===== src/rtl/i2c_master_pkg.sv =====
// Shared definitions for the byte-level I2C master: command encodings,
// controller states and counter widths.
package i2c_master_pkg;

    localparam int QCNT_W = 16;  // quarter-period counter width
    localparam int BCNT_W = 4;   // bit counter width, counts 0..8

    typedef enum logic [1:0] {
        CMD_START = 2'b00,
        CMD_WRITE = 2'b01,
        CMD_READ  = 2'b10,
        CMD_STOP  = 2'b11
    } cmd_e;

    typedef enum logic [2:0] {
        ST_IDLE,
        ST_START,
        ST_WR_BIT,
        ST_WR_ACK,
        ST_RD_BIT,
        ST_RD_ACK,
        ST_STOP,
        ST_DONE
    } state_e;

endpackage


===== src/rtl/i2c_scl_tick_gen.sv =====
// Quarter-SCL-period tick generator. The counter reloads with QUARTER_DIV-1
// and ticks when it reaches zero. While hold_i is high the counter stays at
// reload, so a stretched SCL delays the quarter by exactly the stretch time.
module i2c_scl_tick_gen
    import i2c_master_pkg::*;
#(
    parameter int QUARTER_DIV = 250
) (
    input  logic clk_i,
    input  logic rst_n_i,
    input  logic en_i,
    input  logic restart_i,
    input  logic hold_i,
    output logic tick_o
);

    localparam logic [QCNT_W-1:0] RELOAD = QCNT_W'(QUARTER_DIV - 1);

    logic [QCNT_W-1:0] cnt_q;
    logic [QCNT_W-1:0] cnt_d;

    assign tick_o = en_i & ~hold_i & ~restart_i & (cnt_q == '0);

    // Next count: reload on restart, disable, hold or terminal count.
    always_comb begin
        cnt_d = cnt_q - 1'b1;
        if (restart_i || !en_i || hold_i || tick_o) begin
            cnt_d = RELOAD;
        end
    end

    // Counter register with synchronous active-low reset.
    always_ff @(posedge clk_i) begin
        if (!rst_n_i) begin
            cnt_q <= RELOAD;
        end else begin
            cnt_q <= cnt_d;
        end
    end

endmodule


===== src/rtl/i2c_master_controller.sv =====
// Byte-level I2C master. Converts START/WRITE/READ/STOP commands into
// open-drain SCL/SDA drive (oe=1 pulls the line low).
// Optional build macro: I2C_MASTER_CLK_STRETCH_EN enables clock stretching
// (quarter counter holds while a released SCL is still seen low).
//
// state     | meaning
// ST_IDLE   | waiting for a command; SCL held low while the bus is owned
// ST_START  | 4-quarter (repeated) START condition
// ST_WR_BIT | shifting out one of 8 data bits, MSB first
// ST_WR_ACK | 9th bit of a WRITE, SDA released, slave ACK sampled
// ST_RD_BIT | shifting in one of 8 data bits, MSB first
// ST_RD_ACK | 9th bit of a READ, master drives ACK/NACK
// ST_STOP   | 4-quarter STOP condition
// ST_DONE   | one-cycle completion pulse; accepts a new command like IDLE
module i2c_master_controller
    import i2c_master_pkg::*;
#(
    parameter int QUARTER_DIV = 250
) (
    input  logic       clk_i,
    input  logic       rst_n_i,
    input  logic       cmd_valid_i,
    output logic       cmd_ready_o,
    input  logic [1:0] cmd_i,
    input  logic [7:0] tx_data_i,
    input  logic       rd_last_i,
    output logic       done_o,
    output logic       err_o,
    output logic       ack_rcvd_o,
    output logic [7:0] rx_data_o,
    output logic       busy_o,
    input  logic       scl_i,
    input  logic       sda_i,
    output logic       scl_oe_o,
    output logic       sda_oe_o
);

    state_e            state_q, state_d;
    logic [1:0]        qtr_q, qtr_d;
    logic [BCNT_W-1:0] bcnt_q, bcnt_d;
    logic [7:0]        shift_q, shift_d;
    logic              rd_last_q, rd_last_d;
    logic              busy_q, busy_d;
    logic              err_q, err_d;
    logic              ack_q, ack_d;
    logic [7:0]        rx_q, rx_d;

    logic active;
    logic accept;
    logic tick;
    logic hold;

    assign active      = (state_q != ST_IDLE) && (state_q != ST_DONE);
    assign cmd_ready_o = ~active;
    assign accept      = cmd_valid_i & cmd_ready_o;
    assign done_o      = (state_q == ST_DONE);
    assign err_o       = err_q;
    assign ack_rcvd_o  = ack_q;
    assign rx_data_o   = rx_q;
    assign busy_o      = busy_q;

`ifdef I2C_MASTER_CLK_STRETCH_EN
    // A released SCL that still reads low is a slave stretching the clock.
    assign hold = active & ~scl_oe_o & ~scl_i;
`else
    logic unused_scl;
    assign unused_scl = scl_i;
    assign hold       = 1'b0;
`endif

    i2c_scl_tick_gen #(
        .QUARTER_DIV(QUARTER_DIV)
    ) u_tick (
        .clk_i    (clk_i),
        .rst_n_i  (rst_n_i),
        .en_i     (active),
        .restart_i(accept),
        .hold_i   (hold),
        .tick_o   (tick)
    );

    // Line drive decoded from the current state and quarter.
    always_comb begin
        scl_oe_o = 1'b0;
        sda_oe_o = 1'b0;
        unique case (state_q)
            ST_IDLE, ST_DONE: scl_oe_o = busy_q;
            ST_START: begin
                unique case (qtr_q)
                    2'd0: scl_oe_o = busy_q;
                    2'd1: ;
                    2'd2: sda_oe_o = 1'b1;
                    2'd3: begin
                        scl_oe_o = 1'b1;
                        sda_oe_o = 1'b1;
                    end
                endcase
            end
            ST_WR_BIT: begin
                scl_oe_o = ~qtr_q[1];
                sda_oe_o = ~shift_q[7];
            end
            ST_WR_ACK, ST_RD_BIT: scl_oe_o = ~qtr_q[1];
            ST_RD_ACK: begin
                scl_oe_o = ~qtr_q[1];
                sda_oe_o = ~rd_last_q;
            end
            ST_STOP: begin
                scl_oe_o = (qtr_q == 2'd0);
                sda_oe_o = ~qtr_q[1];
            end
        endcase
    end

    // Next-state, shift register and status updates.
    always_comb begin
        state_d   = state_q;
        qtr_d     = qtr_q;
        bcnt_d    = bcnt_q;
        shift_d   = shift_q;
        rd_last_d = rd_last_q;
        busy_d    = busy_q;
        err_d     = err_q;
        ack_d     = ack_q;
        rx_d      = rx_q;
        unique case (state_q)
            ST_IDLE, ST_DONE: begin
                state_d = ST_IDLE;
                if (accept) begin
                    err_d  = 1'b0;
                    qtr_d  = '0;
                    bcnt_d = '0;
                    unique case (cmd_e'(cmd_i))
                        CMD_START: state_d = ST_START;
                        CMD_WRITE: begin
                            if (busy_q) begin
                                state_d = ST_WR_BIT;
                                shift_d = tx_data_i;
                            end else begin
                                state_d = ST_DONE;
                                err_d   = 1'b1;
                            end
                        end
                        CMD_READ: begin
                            if (busy_q) begin
                                state_d   = ST_RD_BIT;
                                rd_last_d = rd_last_i;
                            end else begin
                                state_d = ST_DONE;
                                err_d   = 1'b1;
                            end
                        end
                        CMD_STOP: state_d = busy_q ? ST_STOP : ST_DONE;
                    endcase
                end
            end
            default: begin
                if (tick) begin
                    qtr_d = qtr_q + 1'b1;
                    unique case (state_q)
                        ST_START: begin
                            if (qtr_q == 2'd3) begin
                                busy_d  = 1'b1;
                                state_d = ST_DONE;
                            end
                        end
                        ST_WR_BIT: begin
                            if (qtr_q == 2'd3) begin
                                shift_d = {shift_q[6:0], 1'b0};
                                bcnt_d  = bcnt_q + 1'b1;
                                if (bcnt_q == BCNT_W'(7)) state_d = ST_WR_ACK;
                            end
                        end
                        ST_WR_ACK: begin
                            if (qtr_q == 2'd2) ack_d = ~sda_i;
                            if (qtr_q == 2'd3) state_d = ST_DONE;
                        end
                        ST_RD_BIT: begin
                            if (qtr_q == 2'd2) shift_d = {shift_q[6:0], sda_i};
                            if (qtr_q == 2'd3) begin
                                bcnt_d = bcnt_q + 1'b1;
                                if (bcnt_q == BCNT_W'(7)) state_d = ST_RD_ACK;
                            end
                        end
                        ST_RD_ACK: begin
                            if (qtr_q == 2'd3) begin
                                rx_d    = shift_q;
                                state_d = ST_DONE;
                            end
                        end
                        ST_STOP: begin
                            if (qtr_q == 2'd3) begin
                                busy_d  = 1'b0;
                                state_d = ST_DONE;
                            end
                        end
                        default: ;
                    endcase
                end
            end
        endcase
    end

    // State and datapath registers; reset aborts without issuing a STOP.
    always_ff @(posedge clk_i) begin
        if (!rst_n_i) begin
            state_q   <= ST_IDLE;
            qtr_q     <= '0;
            bcnt_q    <= '0;
            shift_q   <= '0;
            rd_last_q <= 1'b0;
            busy_q    <= 1'b0;
            err_q     <= 1'b0;
            ack_q     <= 1'b0;
            rx_q      <= '0;
        end else begin
            state_q   <= state_d;
            qtr_q     <= qtr_d;
            bcnt_q    <= bcnt_d;
            shift_q   <= shift_d;
            rd_last_q <= rd_last_d;
            busy_q    <= busy_d;
            err_q     <= err_d;
            ack_q     <= ack_d;
            rx_q      <= rx_d;
        end
    end

endmodule

===== config.mk =====
export PLATFORM = sky130hd
export DESIGN_NAME = i2c_master_controller
export DESIGN_NICKNAME = d
export VERILOG_FILES = /design/src/rtl/i2c_master_pkg.sv /design/src/rtl/i2c_scl_tick_gen.sv /design/src/rtl/i2c_master_controller.sv
export SDC_FILE = /design/constraint.sdc
export NUM_CORES = 1
export LEC_CHECK = 0
export ABC_CLOCK_PERIOD_IN_PS = 2900
export BUFFER_PORTS_ARGS = -buffer_cell sky130_fd_sc_hd__clkbuf_2
export CAP_MARGIN = 25
export CORE_ASPECT_RATIO = 0.5
export CORE_MARGIN = 10
export CORE_UTILIZATION = 60
export CTS_BUF_LIST = sky130_fd_sc_hd__clkbuf_4
export CTS_CLUSTER_SIZE = 24
export DETAILED_ROUTE_END_ITERATION = 8
export PLACE_DENSITY = 0.82
export SLEW_MARGIN = 5
export SYNTH_ARGS = -nofsm -noshare
export SYNTH_HDL_FRONTEND = slang
export SYNTH_SLANG_ARGS = --single-unit

===== constraint.sdc =====
create_clock -name clk_i -period 2.9 [get_ports clk_i]
set_clock_uncertainty 0.15 [all_clocks]
set_input_delay 0.29 -clock clk_i [delete_from_list [all_inputs] [get_ports clk_i]]
set_output_delay 0.29 -clock clk_i [all_outputs]
set_load 0.005 [all_outputs]

# Yosys cells after proc, flatten, opt, wreduce, memory -nomap -nowiden
# Cells that the tools add are included.
[word_totals]
wordCells = 118
ff_bits = 45
[op_classes]
add_sub_neg = 3
eq_ne = 25
bitwise_logic = 11
reduce_logical = 31
mux = 38
[op_table]
columns = ["operator", "n"]
rows = [
  ["$mux W8", 7],
  ["$mux W3", 9],
  ["$mux W4", 5],
  ["$ne A3 B3 Y1 const B", 6],
  ["$logic_not A16 Y1", 1],
  ["$pmux W8 S2", 1],
  ["$reduce_and A4 Y1", 4],
  ["$sub A16 B1 Y16 const B", 1],
  ["$reduce_and A7 Y1", 2],
  ["$eq A3 B3 Y1 const B", 4],
  ["$pmux W3 S4", 1],
  ["$reduce_or A2 Y1", 5],
  ["$pmux W3 S3", 1],
  ["$eq A2 B2 Y1 const B", 4],
  ["$mux W2", 4],
  ["$not A1 Y1", 8],
  ["$pmux W1 S4", 2],
  ["$reduce_bool A2 Y1", 4],
  ["$reduce_or A4 Y1", 2],
  ["$eq A3 B2 Y1 const B", 2],
  ["$mux W1", 6],
  ["$ne A2 B2 Y1 const B", 3],
  ["$reduce_bool A3 Y1", 2],
  ["$reduce_and A5 Y1", 1],
  ["16 further kinds", 23],
]

# Longest topological paths before layout
# Gate-level depths: netlist of the first run.
[depth]
ltp_word = 9
depth_mapped = 9
ltp_nobuf = 7

# Modules after synthesis
# From an unflattened synthesis of the first run, not the netlist that was laid out.
[unflattened]
hier_cells = 310
hier_area_um2 = 2632.5
[modules_own_cells]
columns = ["module", "area_each_um2", "instances", "cells_each"]
rows = [
  ["i2c_master_controller", 1883.1, 1, 230],
  ["i2c_scl_tick_gen", 749.5, 1, 80],
]

# Worst setup path before layout of the first run
# OpenSTA, ideal clock, no wires.
[synth_path]
path_kind = "register -> register"
start = "register qtr_q[1]"
end = "register bcnt_q[3]"
setup_slack_ns = 0.823
path_stages_with_launch = 7
required_ns = 2.680
arrival_time_ns = 1.857
setup_ns = 0.070
period_less_slack_ns = 2.077
path_cell_list = "dfxtp_1 ha_1 or3b_2 a21oi_1 o22ai_1 or3_1 a21oi_1"
[synth_between]
elab_chain_len = 3
[synth_lines]
columns = ["element", "line_no", "source"]
rows = [
  ["start, declared", "i2c_master_controller.sv:39", "logic [1:0] qtr_q, qtr_d;"],
  ["start signal, assigned", "i2c_master_controller.sv:218", "qtr_q <= qtr_d;"],
  ["$eq A2 B2 Y1", "i2c_master_controller.sv:168, i2c_master_controller.sv:180", ""],
  ["$reduce_bool A2 Y1 (no line)", "-", ""],
  ["$reduce_and A4 Y1 (no line)", "-", ""],
  ["end signal, assigned", "i2c_master_controller.sv:219", "bcnt_q <= bcnt_d;"],
  ["end, declared", "i2c_master_controller.sv:40", "logic [BCNT_W-1:0] bcnt_q, bcnt_d;"],
]
# No other way between the ends.
# A chain may end at the register's enable or synchronous reset.

# Final worst setup path of the first run
[layout_path]
start = "register state_q[2]"
end = "output cmd_ready_o"
[layout_between]
elab_chain_len = 3
[layout_lines]
columns = ["element", "line_no", "source"]
rows = [
  ["start, declared", "i2c_master_controller.sv:38", "state_e state_q, state_d;"],
  ["start signal, assigned", "i2c_master_controller.sv:217", "state_q <= state_d;"],
  ["$ne A3 B3 Y1 or $reduce_bool A3 Y1 (tied branches)", "i2c_master_controller.sv:53", "assign active = (state_q != ST_IDLE) && (state_q != ST_DONE);"],
  ["$logic_and A1 B1 Y1 (*)", "i2c_master_controller.sv:53", ""],
  ["$not A1 Y1 (*)", "i2c_master_controller.sv:54", "assign cmd_ready_o = ~active;"],
  ["end, declared", "i2c_master_controller.sv:23", "output logic cmd_ready_o,"],
]
# Every way passes the cells marked *; elsewhere a longest branch is shown, timed or not.

==> run_results.csv, run 1 <==
group,metric,value,unit
pwr,p_int,1.01,mW
cells_and_area,drive_above_1_share,0.167,
routing,dr_total_vias,2164,
floorplan,placement_rows,16,
pwr,combPwrFrac,0.306,
routing,highest_layer,"met4",
clock_network,root_buffer,"clkbuf_4",
timing,timing.final.ws_setup,454,ps
global_routing,grt_pass1_wl,9380,um
cells_and_area,final_nets,348,
clock_network,cts_hold_buf,0,
placement,dpl.hpwl,4140,um
logic_synthesis,synth_flop_cell,"dfxtp_1",
clock_network,clk_latency,360,ps
floorplan,pin_count,31,
pwr,power_switching,0.555,mW
status,status,"finished, final reports clean",
global_routing,grt_max_degree,26,
worst_setup_path,startpoint_type,"flip-flop",
worst_setup_path,crit_chain,"and3_1 -> nor2_4 -> inv_2 -> clkbuf_2",
cells_and_area,syn2layout_area_growth,9.56,%
placement,gp_congestion,0.845,
worst_setup_path,slowest_stage,"dfxtp_1",
routing,vias_per_cell,5.74,
global_routing,antenna_found_initial,0,
logic_synthesis,synth_cell_type_count,52,
placement,io_buffers,29,
routing,wl_per_cell,14.8,um
cells_and_area,diodes,0,
routing,wl_met2,2780,um
logic_synthesis,synth-simple-area-share,0.286,
timing,hold_violations,0,
floorplan,start_util,0.624,
floorplan,core,3920,sq um
timing,slew_violations,0,
routing,wl,5600,um
timing,fin_setup_tns,0,ps
worst_setup_path,cpPeakStageDelay,700,ps
logic_synthesis,synth_nets,321,
worst_setup_path,crit_required,2460,ps
logic_synthesis,yosysWarnings,0,
routing,drt_first_pass_iters,4,
clock_network,path_clk_slew,120,ps
logic_synthesis,async_flop_share,0,
cells_and_area,final_cells,377,
worst_setup_path,crit_buf_inv,2,
pwr,powerDensity,582,nW/um^2
pwr,peakVddDrop,0.454,mV
pwr,switching_share,0.355,
placement,pre_cts_ws,534,ps
routing,antenna_left,0,
pwr,p_seq_frac,0.448,
worst_setup_path,cp-end-kind,"output port",
worst_setup_path,criticalPathCategory,"flip-flop to output port",
worst_hold_path,hold_class,"input port to flip-flop",
clock_network,cts_sinks,45,
logic_synthesis,ys_seq_elements,45,
routing,drtIter0Drc,129,
clock_network,post_cts.repair.setup_buffers,0,
logic_synthesis,muxShareOfSynthArea,0.0782,
clock_network,cts_resized,0,
logic_synthesis,synthXorXnorAreaFrac,0.0501,
timing,rsz0062_at_grt,"false",
floorplan,die_x,110,um
worst_setup_path,critPathTopFamily,"flip-flops",
cells_and_area,fillerInstances,326,
pwr,leakagePower,1.07,nW
logic_synthesis,synth_top_family_by_area,"simple AND/OR/NAND/NOR gates",
timing,finalHoldWorstSlack,17.8,ps
placement,place_inst,369,
routing,drc_errors,0,
pwr,power.total,1.56,mW
placement,dpl-instance-area,2600,sq um
logic_synthesis,avgSynthCellArea,8.30,sq um
cells_and_area,final_area,2680,sq um
routing,wl_met1,2350,um
worst_setup_path,crit_arrival,2010,ps
clock_network,cts_tree,"yes",
flow_run,max_cap_viol_count,0,
timing,slew_headroom,0.508,
global_routing,gr-total-overflow,0,
clock_network,cts_buffers,5,
timing,fin_crit,2450,ps
floorplan,chipHeight,65.2,um
logic_synthesis,syn_area,2450,sq um
logic_synthesis,synth_cells,295,
timing,worst_pin_slew,737,ps
global_routing,track_usage,0.158,
logic_synthesis,synth_compound_area_frac,0.114,
global_routing,grt_pass1_vias,2060,
timing,setup_viol,0,
floorplan,die_area,7190,sq um
clock_network,clockBufferDepth,2,
worst_setup_path,cp_max_fo,16,
pwr,pwr-share-clk,0.246,
logic_synthesis,synth-edff-count,0,
logic_synthesis,synthAdderAreaFrac,0.0511,
timing,max_freq,409,MHz
timing,period_share,0.844,
routing,dr_wl_met3,388,um
cells_and_area,final_util,0.684,
clock_network,cts_max_level,2,
logic_synthesis,ys_seq_area_frac,0.368,
## worst paths after layout
check | start | endpoint | cells after the start | slack (ps)
worst min-delay path | rd_last_i | rd_last_q$_SDFFE_PN0P_ | 3 | 20
worst max-delay path | state_q[2]$_SDFFE_PN0P_ | cmd_ready_o | 4 | 450
worst min register to register | u_tick.cnt_q[0]$_SDFF_PP1_ | u_tick.cnt_q[0]$_SDFF_PP1_ | 1 | 250
worst max register to register | state_q[2]$_SDFFE_PN0P_ | bcnt_q[3]$_SDFFE_PN0P_ | 6 | 480
## cell usage in the layout, fill, tap and decap left out, types with 2 or more instances in the layout
cell type / synthesis / layout
nor2_1: 53 / 53
dfxtp_1: 45 / 45
nand2_1: 29 / 29
clkbuf_2: 0 / 29
mux2i_1: 18 / 18
o21ai_0: 15 / 15
inv_1: 13 / 13
a21oi_1: 13 / 13
or3_1: 12 / 12
ha_1: 10 / 10
xnor2_1: 7 / 7
xor2_1: 7 / 7
nor4_1: 6 / 6
clkbuf_4: 0 / 6
nand3_1: 5 / 5
nand4_1: 4 / 4
nor3_1: 4 / 4
a221oi_1: 3 / 3
nor3_2: 3 / 3
clkinv_1: 1 / 2
o211ai_1: 2 / 2
nor2_4: 2 / 2
o22ai_1: 2 / 2
nand3b_1: 2 / 2
or4_4: 2 / 2
a22oi_1: 2 / 2
buf_4: 1 / 2
## Yosys cell counts (all sizes together), types with 2 or more instances
cell    instances  area share
o211ai          2      0.0061
mux2i          18       0.074
or4             3       0.012
a21oi          13       0.027
buf             8       0.025
nand4           4       0.010
nor3            7       0.020
o21ai          15       0.031
o22ai           2      0.0051
inv            14       0.021
nor4            7       0.024
nand2          29       0.044
a22oi           2      0.0061
ha             10       0.051
or3            13       0.035
nand3           6       0.014
xor2            7       0.025
nand3b          2      0.0061
nor2           56       0.093
a221oi          3       0.011
a21boi          2      0.0061
xnor2           7       0.025
clkbuf          3      0.0046
dfxtp          45        0.37
## power groups by stage
stage | Clock (mW) | Sequential, mW | Combinational [mW]
after global routing | 0.418 | 0.706 | 0.538
final | 0.385 | 0.699 | 0.477
after CTS | 0.394 | 0.698 | 0.477
after floorplan | 0 | 0.682 | 0.393
after global placement | 0 | 0.709 | 0.458
after detailed placement | 0 | 0.711 | 0.471
## worst reg2reg max path: cells and delay by family, from the launching register on
kind	cells	cell delay (ps)
AO/OA/AOI/OAI	2	380
buffers and inverters	1	280
flip-flops	1	700
AND/OR/NAND/NOR	3	880
## per-layer routing
layer,GRT usage,up-vias
li1,-,1080
met1,0.189,1004
met2,0.275,69
met3,0.0389,11
met4,0.0494,0
met5,0,-
## final cells by class
type	count	area, sq um	area share
Multi-Input combinational cell	224	1420	0.529
Clock inverter	2	33.8	0.0126
Inverter	15	56.3	0.0210
Sequential cell	45	901	0.336
Tap cell	54	67.6	0.0252
Timing Repair Buffer	31	160	0.0597
Clock buffer	6	45.0	0.0168
## flip-flops by register name (all words and copies together) (netlist names)
| signal | count |
|---|---|
| shift_q | 8 |
| qtr_q | 2 |
| rd_last_q | 1 |
| ack_rcvd_o | 1 |
| state_q | 3 |
| bcnt_q | 4 |
| busy_o | 1 |
| u_tick.cnt_q | 16 |
| err_o | 1 |
| rx_data_o | 8 |
## kinds of logic after synthesis
group           count (synthesis)
mux                            19
flops                          45
buf+inv                        26
fa+ha+maj                      10
compound gates                 46
xor+xnor                       14
simple gates                  135
(Power assumes the default switching activity.)
==> run 2: changes to the inputs <==
Settings changed: ABC_AREA from default to 1, ABC_CLOCK_PERIOD_IN_PS 2900 to 2230, CORE_UTILIZATION 60 to 55, PLACE_DENSITY 0.82 to 0.79.
Clock period 2.9 ns to 2.23 ns, I/O delays scaled along.
==> run 2 against run 1 <==
Worst hold slack improved by 65 ps. Count of clock-buffer cells in the layout decreased by 1. Critical path depth increased by 4. Non-clock buffer count increased by 1. Die area increased by 14%. Power increased by 85%. Sequential cell count unchanged. Synthesized area increased by 8.5%.
==> run_results.csv, run 2 <==
group,metric,value,unit
status,status,"finished, final reports clean",
pwr,p_seq_frac,0.342,
logic_synthesis,yosysMostFrequentCell,"nand2_1",
floorplan,start_util,0.587,
routing,wl,5760,um
placement,dpl.hpwl,4320,um
worst_setup_path,cpPeakStageDelay,490,ps
global_routing,track_usage,0.140,
routing,drc_errors,0,
routing,drtIter0Drc,146,
logic_synthesis,ys_seq_elements,45,
timing,slew_violations,0,
cells_and_area,final_cell_mix,"100 x nand2_1, 54 x nor2_1, 43 x dfxtp_1",
logic_synthesis,ys_seq_area_frac,0.339,
logic_synthesis,yosys-top-cells-count,"100 x nand2_1, 54 x nor2_1, 45 x dfxtp_1",
pwr,peakVddDrop,0.417,mV
pwr,p_int,1.65,mW
clock_network,cts_tree,"yes",
cells_and_area,largest_reg_flops,16,
logic_synthesis,netlist.top_cell.by_area,"dfxtp_1",
clock_network,clk_latency,360,ps
timing,hold_violations,0,
logic_synthesis,async_flop_share,0,
worst_hold_path,hold_class,"input port to flip-flop",
global_routing,grt_pass1_vias,2300,
worst_setup_path,criticalPathCategory,"flip-flop to output port",
logic_synthesis,yosysWarnings,0,
timing,rsz0062_at_grt,"false",
clock_network,path_clk_slew,130,ps
timing,timing.final.ws_setup,135,ps
timing,fin_crit,2090,ps
worst_setup_path,slowest_stage,"dfxtp_1",
floorplan,die_area,8180,sq um
placement,io_buffers,29,
logic_synthesis,synth_top_cell_area_share,0.339,
global_routing,grt_pass1_wl,9980,um
cells_and_area,syn2layout_area_growth,9.65,%
logic_synthesis,syn_area,2660,sq um
worst_setup_path,crit_chain,"inv_2 -> nand2_4 -> nor2_4 -> inv_1 -> nand2_1 -> nor3_1 -> o211ai_1 -> clkbuf_2",
pwr,combPwrFrac,0.444,
routing,drt_first_pass_iters,4,
pwr,switching_share,0.430,
worst_setup_path,cp_max_fo,6,
clock_network,clockBufferDepth,2,
global_routing,gr-total-overflow,0,
clock_network,root_buffer,"clkbuf_4",
pwr,pwr-share-clk,0.214,
worst_setup_path,crit_buf_inv,3,
clock_network,cts_max_level,2,
worst_setup_path,cp-end-kind,"output port",
timing,finalHoldWorstSlack,82.8,ps
routing,wl_per_cell,12.0,um
floorplan,core,4530,sq um
logic_synthesis,synth-edff-count,0,
timing,period_share,0.939,
routing,dr_total_vias,2456,
floorplan,chipHeight,69.2,um
worst_setup_path,startpoint_type,"flip-flop",
timing,slew_headroom,0.713,
logic_synthesis,synth_flop_cell,"dfxtp_1",
timing,setup_viol,0,
timing,max_freq,477,MHz
timing,fin_setup_tns,0,ps
pwr,power.total,2.89,mW
cells_and_area,drive_above_1_share,0.157,
timing,worst_pin_slew,430,ps
logic_synthesis,avgSynthCellArea,6.88,sq um
global_routing,antenna_found_initial,0,
clock_network,cts_buffers,5,
cells_and_area,final_nets,439,
clock_network,cts_sinks,45,
clock_network,post_cts.repair.setup_buffers,0,
global_routing,grt_max_degree,25,
pwr,power_switching,1.24,mW
worst_setup_path,crit_arrival,1720,ps
worst_setup_path,crit_required,1860,ps
pwr,powerDensity,992,nW/um^2
floorplan,die_x,118,um
routing,antenna_left,0,
logic_synthesis,synth_nets,412,
worst_setup_path,critPathTopFamily,"flip-flops",
placement,gp_congestion,0.881,
flow_run,max_cap_viol_count,0,
logic_synthesis,synthTopCellsByArea,"dfxtp_1 34%, nand2_1 14%, nor2_1 7.6%",
floorplan,pin_count,31,
cells_and_area,regMostFlops,"u_tick.cnt_q",
routing,vias_per_cell,5.11,
logic_synthesis,synth_cells,386,
placement,pre_cts_ws,299,ps
cells_and_area,layout_commonest_cell,"nand2_1",
pwr,leakagePower,1.27,nW
floorplan,placement_rows,17,
logic_synthesis,synth_cell_type_count,35,
==> run 2: worst min-delay path: cells and delay by family <==
family	cells	cell delay [ps]
AO/OA/AOI/OAI	1	60
AND/OR/NAND/NOR	3	200
buffers and inverters	1	80
==> run 2: layer usage <==
metal / GRT usage / vias to the layer above / wire [um]
met3: 0.0397 / 3 / 236
met2: 0.245 / 39 / 2800
li1: - / 1287 / -
met1: 0.163 / 1127 / 2680
met4: 0.0364 / 0 / 36
met5: 0 / - / 0
==> run 2: layout make-up <==
cell class,count,area (sq um)
inverter,37,144
timing repair buffer,32,173
antenna,1,2.50
clock inverter,3,65.1
sequential,45,903
clock buffer,5,37.5
tap,66,82.6
fill,432,1620
multi-input combinational,292,1510
==> run 2: cells by family (layout without fill, tap and decap cells) <==
group / after synthesis / in the layout / synth area share
AND/OR/NAND/NOR: 222 / 222 / 0.388
buffers and inverters: 49 / 77 / 0.0942
other: 0 / 1 / 0
adder cells (fa/ha/maj): 10 / 10 / 0.0471
AO/OA/AOI/OAI: 51 / 51 / 0.102
XOR/XNOR: 9 / 9 / 0.0297
flip-flops: 45 / 45 / 0.339
==> run 2: stage by stage <==
| step | area [sq um] | util | cells |
|---|---|---|---|
| CTS | 2910 | 0.642 | 480 |
| global placement | 2790 | 0.615 | 470 |
| finish | 2910 | 0.643 | 481 |
| global route | 2910 | 0.643 | 480 |
| detailed placement | 2790 | 0.615 | 470 |
| floorplan | 2660 | - | 386 |
==> run 2: final timing paths <==
kind	startpoint	to	slack [ps]	cells after the start
worst max-delay path	state_q[1]$_SDFFE_PN0P_	scl_oe_o	140	8
worst min-delay path	tx_data_i[0]	shift_q[0]$_SDFFE_PN0P_	80	5
worst min register to register	u_tick.cnt_q[0]$_SDFF_PP1_	u_tick.cnt_q[0]$_SDFF_PP1_	300	1
worst max register to register	state_q[2]$_SDFFE_PN0P_	shift_q[6]$_SDFFE_PN0P_	310	9
==> run 2: timing repair <==
action | CTS | global route
hold buffers | 2 | 0
hold endpoints to repair | 2 | 0
setup endpoints to repair | 0 | 1
resized for setup | 0 | 2
==> run 2: power by group through the flow <==
| stage | Clock [mW] | Sequential [mW] | Combinational (mW) |
|---|---|---|---|
| 2_1_floorplan | 0 | 0.965 | 1.16 |
| 3_3_place_gp | 0 | 0.999 | 1.24 |
| 3_5_place_dp | 0 | 1.00 | 1.27 |
| 4_1_cts | 0.633 | 0.985 | 1.28 |
| 5_1_grt | 0.669 | 1.00 | 1.46 |
| 6_report | 0.619 | 0.989 | 1.28 |
